## config.mk

```make
export PLATFORM = sky130hd
export DESIGN_NAME = i2s_dac_tx
export DESIGN_NICKNAME = d
export VERILOG_FILES = /design/src/rtl/i2s_pkg.sv /design/src/rtl/i2s_clk_gen.sv /design/src/rtl/i2s_dac_tx.sv
export SDC_FILE = /design/constraint.sdc
export NUM_CORES = 1
export LEC_CHECK = 0
export ABC_AREA = 1
export BUFFER_PORTS_ARGS = -buffer_cell sky130_fd_sc_hd__buf_2
export CAP_MARGIN = 20
export CORE_UTILIZATION = 31
export CTS_BUF_LIST = sky130_fd_sc_hd__clkbuf_8
export CTS_CLUSTER_SIZE = 20
export DETAILED_ROUTE_END_ITERATION = 8
export SLEW_MARGIN = 20
export SYNTH_ARGS = -nofsm -noshare
export SYNTH_HDL_FRONTEND = slang
export SYNTH_SLANG_ARGS = --single-unit
export TNS_END_PERCENT = 10
```

## constraint.sdc

```tcl
create_clock -name clk -period 3.52 [get_ports clk]
set_input_delay 0.704 -clock clk [delete_from_list [all_inputs] [get_ports clk]]
set_output_delay 0.704 -clock clk [all_outputs]
set_load 0.05 [all_outputs]
```

## src/rtl/i2s_pkg.sv

```systemverilog
// Shared types, default parameters and helpers for the I2S transmit/receive blocks.
package i2s_pkg;

    localparam int unsigned DATA_W   = 16;
    localparam int unsigned SLOT_W   = 32;
    localparam int unsigned SCLK_DIV = 4;

    typedef logic [DATA_W-1:0] sample_t;

    typedef enum logic {
        SLOT_LEFT  = 1'b0,
        SLOT_RIGHT = 1'b1
    } slot_e;

    // Position of a bit counter value inside its channel slot.
    function automatic int unsigned slot_pos(input int unsigned bit_cnt,
                                             input int unsigned slot_w = SLOT_W);
        return bit_cnt % slot_w;
    endfunction

endpackage

```

## src/rtl/i2s_clk_gen.sv

```systemverilog
// I2S serial timing: divides clk into SCLK, walks the bit counter across both
// slots and flags SCLK falling edges and the sample-capture cycle.
module i2s_clk_gen
    import i2s_pkg::*;
#(
    parameter int unsigned  SLOT_W   = i2s_pkg::SLOT_W,
    parameter int unsigned  SCLK_DIV = i2s_pkg::SCLK_DIV,
    localparam int unsigned DIV_W    = $clog2(SCLK_DIV),
    localparam int unsigned BIT_W    = $clog2(2 * SLOT_W)
) (
    input  logic             clk,
    input  logic             rst,
    output logic             sclk_o,
    output logic             lrclk_o,
    output logic             fall_o,
    output logic             cap_o,
    output logic [BIT_W-1:0] bit_nxt_o
);

    localparam logic [DIV_W-1:0] DIV_MAX  = DIV_W'(SCLK_DIV - 1);
    localparam logic [DIV_W-1:0] DIV_HALF = DIV_W'(SCLK_DIV / 2);
    localparam logic [BIT_W-1:0] BIT_MAX  = BIT_W'(2 * SLOT_W - 1);

    logic [DIV_W-1:0] div_cnt_q, div_cnt_d;
    logic [BIT_W-1:0] bit_cnt_q, bit_cnt_d;
    logic             sclk_q, lrclk_q, cap_q;
    logic             wrap;

    always_comb begin
        wrap      = (div_cnt_q == DIV_MAX);
        div_cnt_d = wrap ? '0 : div_cnt_q + 1'b1;
        bit_cnt_d = bit_cnt_q;
        if (wrap) begin
            bit_cnt_d = (bit_cnt_q == BIT_MAX) ? '0 : bit_cnt_q + 1'b1;
        end
    end

    // Outputs are registered from next-state values so they line up with the counters.
    always_ff @(posedge clk or posedge rst) begin
        if (rst) begin
            div_cnt_q <= '0;
            bit_cnt_q <= '0;
            sclk_q    <= 1'b0;
            lrclk_q   <= 1'b0;
            cap_q     <= 1'b0;
        end else begin
            div_cnt_q <= div_cnt_d;
            bit_cnt_q <= bit_cnt_d;
            sclk_q    <= (div_cnt_d >= DIV_HALF);
            if (wrap) begin
                lrclk_q <= (bit_cnt_d >= BIT_W'(SLOT_W));
            end
            cap_q     <= (div_cnt_d == DIV_MAX) && (bit_cnt_d == BIT_MAX);
        end
    end

    assign sclk_o    = sclk_q;
    assign lrclk_o   = lrclk_q;
    assign fall_o    = wrap;
    assign cap_o     = cap_q;
    assign bit_nxt_o = bit_cnt_d;

endmodule

```

## src/rtl/i2s_dac_tx.sv

```systemverilog
// I2S DAC transmitter: captures a left/right sample pair once per frame and
// shifts it out MSB-first with one-bit delay. `I2S_TX_MUTE_EN adds a mute input.
module i2s_dac_tx
    import i2s_pkg::*;
#(
    parameter int unsigned DATA_W   = i2s_pkg::DATA_W,
    parameter int unsigned SLOT_W   = i2s_pkg::SLOT_W,
    parameter int unsigned SCLK_DIV = i2s_pkg::SCLK_DIV
) (
    input  logic              clk,
    input  logic              rst,
    input  logic [DATA_W-1:0] lft_in,
    input  logic [DATA_W-1:0] rht_in,
`ifdef I2S_TX_MUTE_EN
    input  logic              mute,
`endif
    output logic              SCLK,
    output logic              LRCLK,
    output logic              SDout,
    output logic              frame_strobe
);

    localparam int unsigned BIT_W = $clog2(2 * SLOT_W);

    logic             fall, cap;
    logic [BIT_W-1:0] bit_nxt;

    i2s_clk_gen #(
        .SLOT_W   (SLOT_W),
        .SCLK_DIV (SCLK_DIV)
    ) u_clk_gen (
        .clk       (clk),
        .rst       (rst),
        .sclk_o    (SCLK),
        .lrclk_o   (LRCLK),
        .fall_o    (fall),
        .cap_o     (cap),
        .bit_nxt_o (bit_nxt)
    );

    logic [DATA_W-1:0] lft_hold_q, lft_hold_d;
    logic [DATA_W-1:0] rht_hold_q, rht_hold_d;
    logic [DATA_W-1:0] word, word_sh;
    logic              sdout_q, sdout_d;
    int unsigned       pos;
    slot_e             slot;

    always_comb begin
        lft_hold_d = lft_hold_q;
        rht_hold_d = rht_hold_q;
        if (cap) begin
`ifdef I2S_TX_MUTE_EN
            lft_hold_d = mute ? '0 : lft_in;
            rht_hold_d = mute ? '0 : rht_in;
`else
            lft_hold_d = lft_in;
            rht_hold_d = rht_in;
`endif
        end
    end

    // SDout is computed for the bit position the counter enters at this fall event.
    always_comb begin
        pos     = slot_pos(32'(bit_nxt), SLOT_W);
        slot    = (bit_nxt >= BIT_W'(SLOT_W)) ? SLOT_RIGHT : SLOT_LEFT;
        word    = (slot == SLOT_RIGHT) ? rht_hold_q : lft_hold_q;
        word_sh = word << (pos - 1);
        sdout_d = sdout_q;
        if (fall) begin
            sdout_d = (pos >= 1 && pos <= DATA_W) ? word_sh[DATA_W-1] : 1'b0;
        end
    end

    always_ff @(posedge clk or posedge rst) begin
        if (rst) begin
            lft_hold_q <= '0;
            rht_hold_q <= '0;
            sdout_q    <= 1'b0;
        end else begin
            lft_hold_q <= lft_hold_d;
            rht_hold_q <= rht_hold_d;
            sdout_q    <= sdout_d;
        end
    end

    assign SDout        = sdout_q;
    assign frame_strobe = cap;

endmodule

```

== Word level (Yosys, flattened, before mapping) ==
Cells that the tools add are included.
Cells by class
  order comparisons: 4
  shift-type cells: 1
  muxes and demuxes: 6
  add/sub/neg operators: 3
  reduce and logical (&&, ||, !) cells: 2
  equal/unequal tests: 4
Operator list (number)
  16-bit by 32-bit left shift with 16-bit output: 1
  16-bit two-way mux: 1
  6-bit equality test (second input constant): 2
  6-bit two-way mux: 2
  6-bit by 1-bit adder with 6-bit output (second input constant): 1
  6-bit >= comparator (second input constant): 1
  5-bit by 1-bit subtractor with 6-bit output (second input constant): 1
  5-bit by 1-bit >= comparator with 1-bit output (second input constant): 1
  5-bit less-or-equal comparator (second input constant): 1
  2-bit equality test (second input constant): 2
  2-bit by 1-bit adder with 2-bit output (second input constant): 1
  2-bit >= comparator (second input constant): 1
  1-bit logical AND: 2
  1-bit two-way mux: 2
  2-bit two-way mux: 1
Word-level totals
  output and inout bits: 4
  logic and storage cells: 28
  input port bits: 34
  bits in registers: 44

== Longest topological paths before layout ==
  depth after elaboration: 8
  gate-level depth with buffers: 15
  gate-level depth less buffers: 14

== By module ==
From an unflattened synthesis, not the netlist that was laid out.
Second synthesis, totals
  cell total of the unflattened synthesis: 289
  area total of the unflattened synthesis: 2260.9 µm²
Modules (own cells, without submodules)
  i2s_dac_tx: cells each 225, sequential area each 825.8 µm², instances 1, area an instance 1727.9 µm²
  i2s_clk_gen: cells each 64, sequential area each 250.2 µm², instances 1, area an instance 533.0 µm²

== Least setup slack after synthesis ==
Ideal clock, no wire load.
  path type: reg-to-reg
  from: register u_clk_gen.div_cnt_q[1]
  to: register sdout_q, in the netlist SDout
  setup slack: 1.111 ns
  required time: 3.402 ns
  setup time: 0.118 ns
  stages on the path, launching flop included: 14
  data arrival time: 2.291 ns
  path buffers: 2
  period minus slack after synthesis: 2.409 ns
  path through: dfrtp_1 ha_1 buf_4 nand3_1 o21ai_1 buf_2 inv_1 ha_1 inv_1 nand3_1 nand3_1 nand3_1 nand3_1 nand2_1
Between the ends
  word-level cells in the longest chain between the ends: 7
  elaborated cells between the ends (all ways): 11
  those cells by class: add/sub: 1; order compare: 3; eq/ne: 1; shift: 1; mux: 4; reduce/logical: 1
Ends and longest elaborated chain
  from (decl): RTL line i2s_clk_gen.sv:24  | logic [DIV_W-1:0] div_cnt_q, div_cnt_d;
  from (signal assigned): RTL line i2s_clk_gen.sv:47  | div_cnt_q <= div_cnt_d;
  2-bit equality test *: RTL line i2s_clk_gen.sv:30  | wrap = (div_cnt_q == DIV_MAX);
  6-bit two-way mux *: RTL line i2s_clk_gen.sv:33  | if (wrap) begin
  via bit_nxt[0]: RTL line i2s_dac_tx.sv:26  | logic [BIT_W-1:0] bit_nxt;
  6-bit >= comparator: RTL line i2s_dac_tx.sv:65  | slot = (bit_nxt >= BIT_W'(SLOT_W)) ? SLOT_RIGHT : SLOT_LEFT;
  1-bit two-way mux: RTL line i2s_dac_tx.sv:65
  16-bit two-way mux: RTL line i2s_dac_tx.sv:66  | word = (slot == SLOT_RIGHT) ? rht_hold_q : lft_hold_q;
  16-bit by 32-bit left shift with 16-bit output: RTL line i2s_dac_tx.sv:67  | word_sh = word << (pos - 1);
  1-bit two-way mux *: RTL line i2s_dac_tx.sv:70  | sdout_d = (pos >= 1 && pos <= DATA_W) ? word_sh[DATA_W-1] : 1'b0;
  to (signal assigned): RTL line i2s_dac_tx.sv:82  | sdout_q <= sdout_d;
  to (decl): RTL line i2s_dac_tx.sv:44  | logic sdout_q, sdout_d;
The timed path passes the listed nets; every way through them passes the cells marked *.
A chain may end at the register's enable or synchronous reset.

== Worst setup path after layout ==
  from: register u_clk_gen.div_cnt_q[1]
  to: register sdout_q, in the netlist SDout
Between the ends
  word-level cells in the longest chain between the ends: 7
  elaborated cells between the ends (all ways): 11
  those cells by class: add/sub: 1; order compare: 3; eq/ne: 1; shift: 1; mux: 4; reduce/logical: 1
Ends and longest elaborated chain (RTL line)
  2-bit equality test *: i2s_clk_gen.sv:30
  6-bit two-way mux: i2s_clk_gen.sv:33
  6-bit >= comparator: i2s_dac_tx.sv:65
  1-bit two-way mux: i2s_dac_tx.sv:65
  16-bit two-way mux: i2s_dac_tx.sv:66
  16-bit by 32-bit left shift with 16-bit output: i2s_dac_tx.sv:67
  1-bit two-way mux: i2s_dac_tx.sv:70
Mark *: on every way between the ends. The rest lies on a longest branch, timed or not.

==> metrics <==
status finished, final reports clean; Cell Count, Final, Fillers Out 424; setup_tns 0 ns; Setup Buffers After CTS 0; Buffers on Ports 37; Die ar. ~0.0075 mm^2; cells after synthesis 292; post-route ant nets 0; Final setup viols 0; vias per cell 4.52; RSZ-0062 raised after global routing no; WL final 4850 um; critical path's top delay family simple AND/OR/NAND/NOR gates; number of buffers created by CTS 5; placer congestion estimate 0.904; CTS sink count 43; Avg Cell Area, Syn 7.62 um^2; FILL cells 747; via count 1916; First DRT Iteration DRCs approximately 160; final hold violations 0; Final Critical Period 2.53 ns; CTS Hold Bufs 0; largest net degree at the start of global routing 66; final worst slack 0.992 ns; Worst EP arrival 2.77 ns; CP startpoint kind flop; most frequent CP cell nand3_1; M1 GR Usage 0.183; Initial Util 0.324; WP buf/inv 2; maximum VDD drop 186 uV; worst-skew pair later-pin latency 0.29 ns; sequential share of the synthesized area 0.484; crit path cell chain ha_1, inv_1, nor2_1, nand3_2, nand2_4, inv_1, nand2_1, nand3_1, nand3_1, nand3_1, nand3_1, nand3_1, nand2_1; Core Rows 30; area of the core 0.00687 mm^2; nets@finish between 300 and 400; Layout area overhead 16.5%; fmax roughly 400 MHz; Worst Tran Pin Value approximately 0.83 ns; # IOs 38; PD cells 332 mW/mm^2; # placed instances 416; pre-CTS setup slack 1.07 ns; H-tree depth 2; fin. max-slew vios 0; GRT busiest layer met2; Longest Clk Path Bufs 2; syn nets 331; Root Buffer Master clkbuf_8; Yosys reg bits 43; crit end category flop; clk slew on worst S/H paths 0.08 ns; leakage ~0.0013 uW; grt total ovfl 0; clk_skew 0.00551 ns; vias in the first global route approximately 1900; commonest cells after routing, fill and taps aside 75 x nand2_1, 55 x inv_1, 50 x nand3_1; Worst Hold Class flop to flop; Critical Path Fanout Max 19; synth warn 0; cts repair resizes 0; crit path kind flop to flop; # DRC 0; diode count 0; first-pass iteration count of the detailed router 6; Wirelength per Cell 11.4 um; CP peak stage delay between 0.4 and 0.5 ns; Global Route met3 Usage 0.0267; Syn Std Cell Area 0.00222 mm^2; post-route core utilization 0.377; slew margin rel. 0.443; final period utilization 0.718; Max stage delay cell, worst path ha_1; share of cells above drive strength 1 0.159; Synth cell types 21; first-pass GRT wire length 8320 um; initial antenna violation count 0; CTS tree done; GRT Total Usage 0.141; commonest non-fill, non-tap cell in the layout nand2_1; routing usage on met2 0.243; Die Ht between 80 and 90 um; HPWL after DPL 3610 um; chip width 86.7 um; Max-cap violations 0; Worst Path Required 3.76 ns; Power, Total ~860 uW
## metal layers
layer | vias up | routed length, um | part of all wire
met3 | 6 | 162 | 0.033
met4 | 0 | 55 | 0.011
met1 | 888 | 2260 | 0.47
met2 | 45 | 2370 | 0.49
met5 | - | 0 | 0
li1 | 977 | - | -
## per-stage QoR
step	hold WS, ns	area, um^2
3_5_place_dp	0.451	2490
2_1_floorplan	0.428	2220
4_1_cts	0.462	2590
5_1_grt	0.492	2590
6_report	0.457	2590
3_3_place_gp	0.443	2490
## final timing paths
kind	start	end	slack, ns	cells past startpoint
worst min-delay path	u_clk_gen.div_cnt_q[0]	u_clk_gen.div_cnt_q[0]	0.46	1
worst min register to register	u_clk_gen.div_cnt_q[0]	u_clk_gen.div_cnt_q[0]	0.46	1
max in group asynchronous	rst	lft_hold_q[3]	2.14	3
worst max-delay path	u_clk_gen.div_cnt_q[1]	SDout	0.99	13
min in group asynchronous	rst	u_clk_gen.bit_cnt_q[0]	0.56	2
worst max register to register	u_clk_gen.div_cnt_q[1]	SDout	0.99	13
## logic make-up (layout without fill, tap and decap cells)
kind of cell             Yosys count  in the layout  share of synthesized area
buffers and inverters             66            102                      0.119
XOR/XNOR                           2              2                    0.00788
AO/OA/AOI/OAI                     39             39                     0.0905
adder cells (fa/ha/maj)            5              5                     0.0281
AND/OR/NAND/NOR                  137            137                      0.271
flip-flops                        43             43                      0.484
## flip-flops by register name, summed over array words and instances, names as in the netlist
| register | flops |
|---|---|
| u_clk_gen.div_cnt_q | 2 |
| u_clk_gen.bit_cnt_q | 6 |
| u_clk_gen.cap_o | 1 |
| SDout | 1 |
| rht_hold_q | 16 |
| u_clk_gen.lrclk_o | 1 |
| lft_hold_q | 16 |
## synth_stat cells
library cell / instances / area (um^2)
nand3_2: 1 / 10.0
a21oi_1: 2 / 10.0
nand2_1: 75 / 282
o21ai_0: 34 / 170
xor2_1: 2 / 17.5
buf_4: 2 / 15.0
o21ai_1: 1 / 5.00
a21oi_2: 1 / 8.76
ha_1: 5 / 62.6
nor2_4: 1 / 11.3
nor2_1: 7 / 26.3
nand4_1: 1 / 6.26
dfrtp_1: 43 / 1080
o21bai_1: 1 / 7.51
nand3_1: 50 / 250
nand2_4: 1 / 11.3
nand2_2: 1 / 6.26
clkbuf_1: 8 / 30.0
buf_2: 1 / 5.00
inv_1: 54 / 203
buf_6: 1 / 11.3
## report_power, final
part / switching [uW] / total [uW] / internal, uW / leakage [uW]
Combinational: 14.5 / 27.8 / 13.3 / 0.000852
Sequential: 0 / 493 / 493 / 0.000414
Clock: 163 / 339 / 176 / 0.0000557
## cell type report
| cell class | instances | area [um^2] | area share |
|---|---|---|---|
| sequential | 43 | 1080 | 0.415 |
| tap | 96 | 120 | 0.0464 |
| inverter | 54 | 203 | 0.0782 |
| clock buffer | 7 | 96.3 | 0.0372 |
| timing repair buffer | 40 | 208 | 0.0802 |
| clock inverter | 1 | 3.75 | 0.00145 |
| multi-input combinational | 183 | 885 | 0.341 |
(Power assumes the default switching activity.)
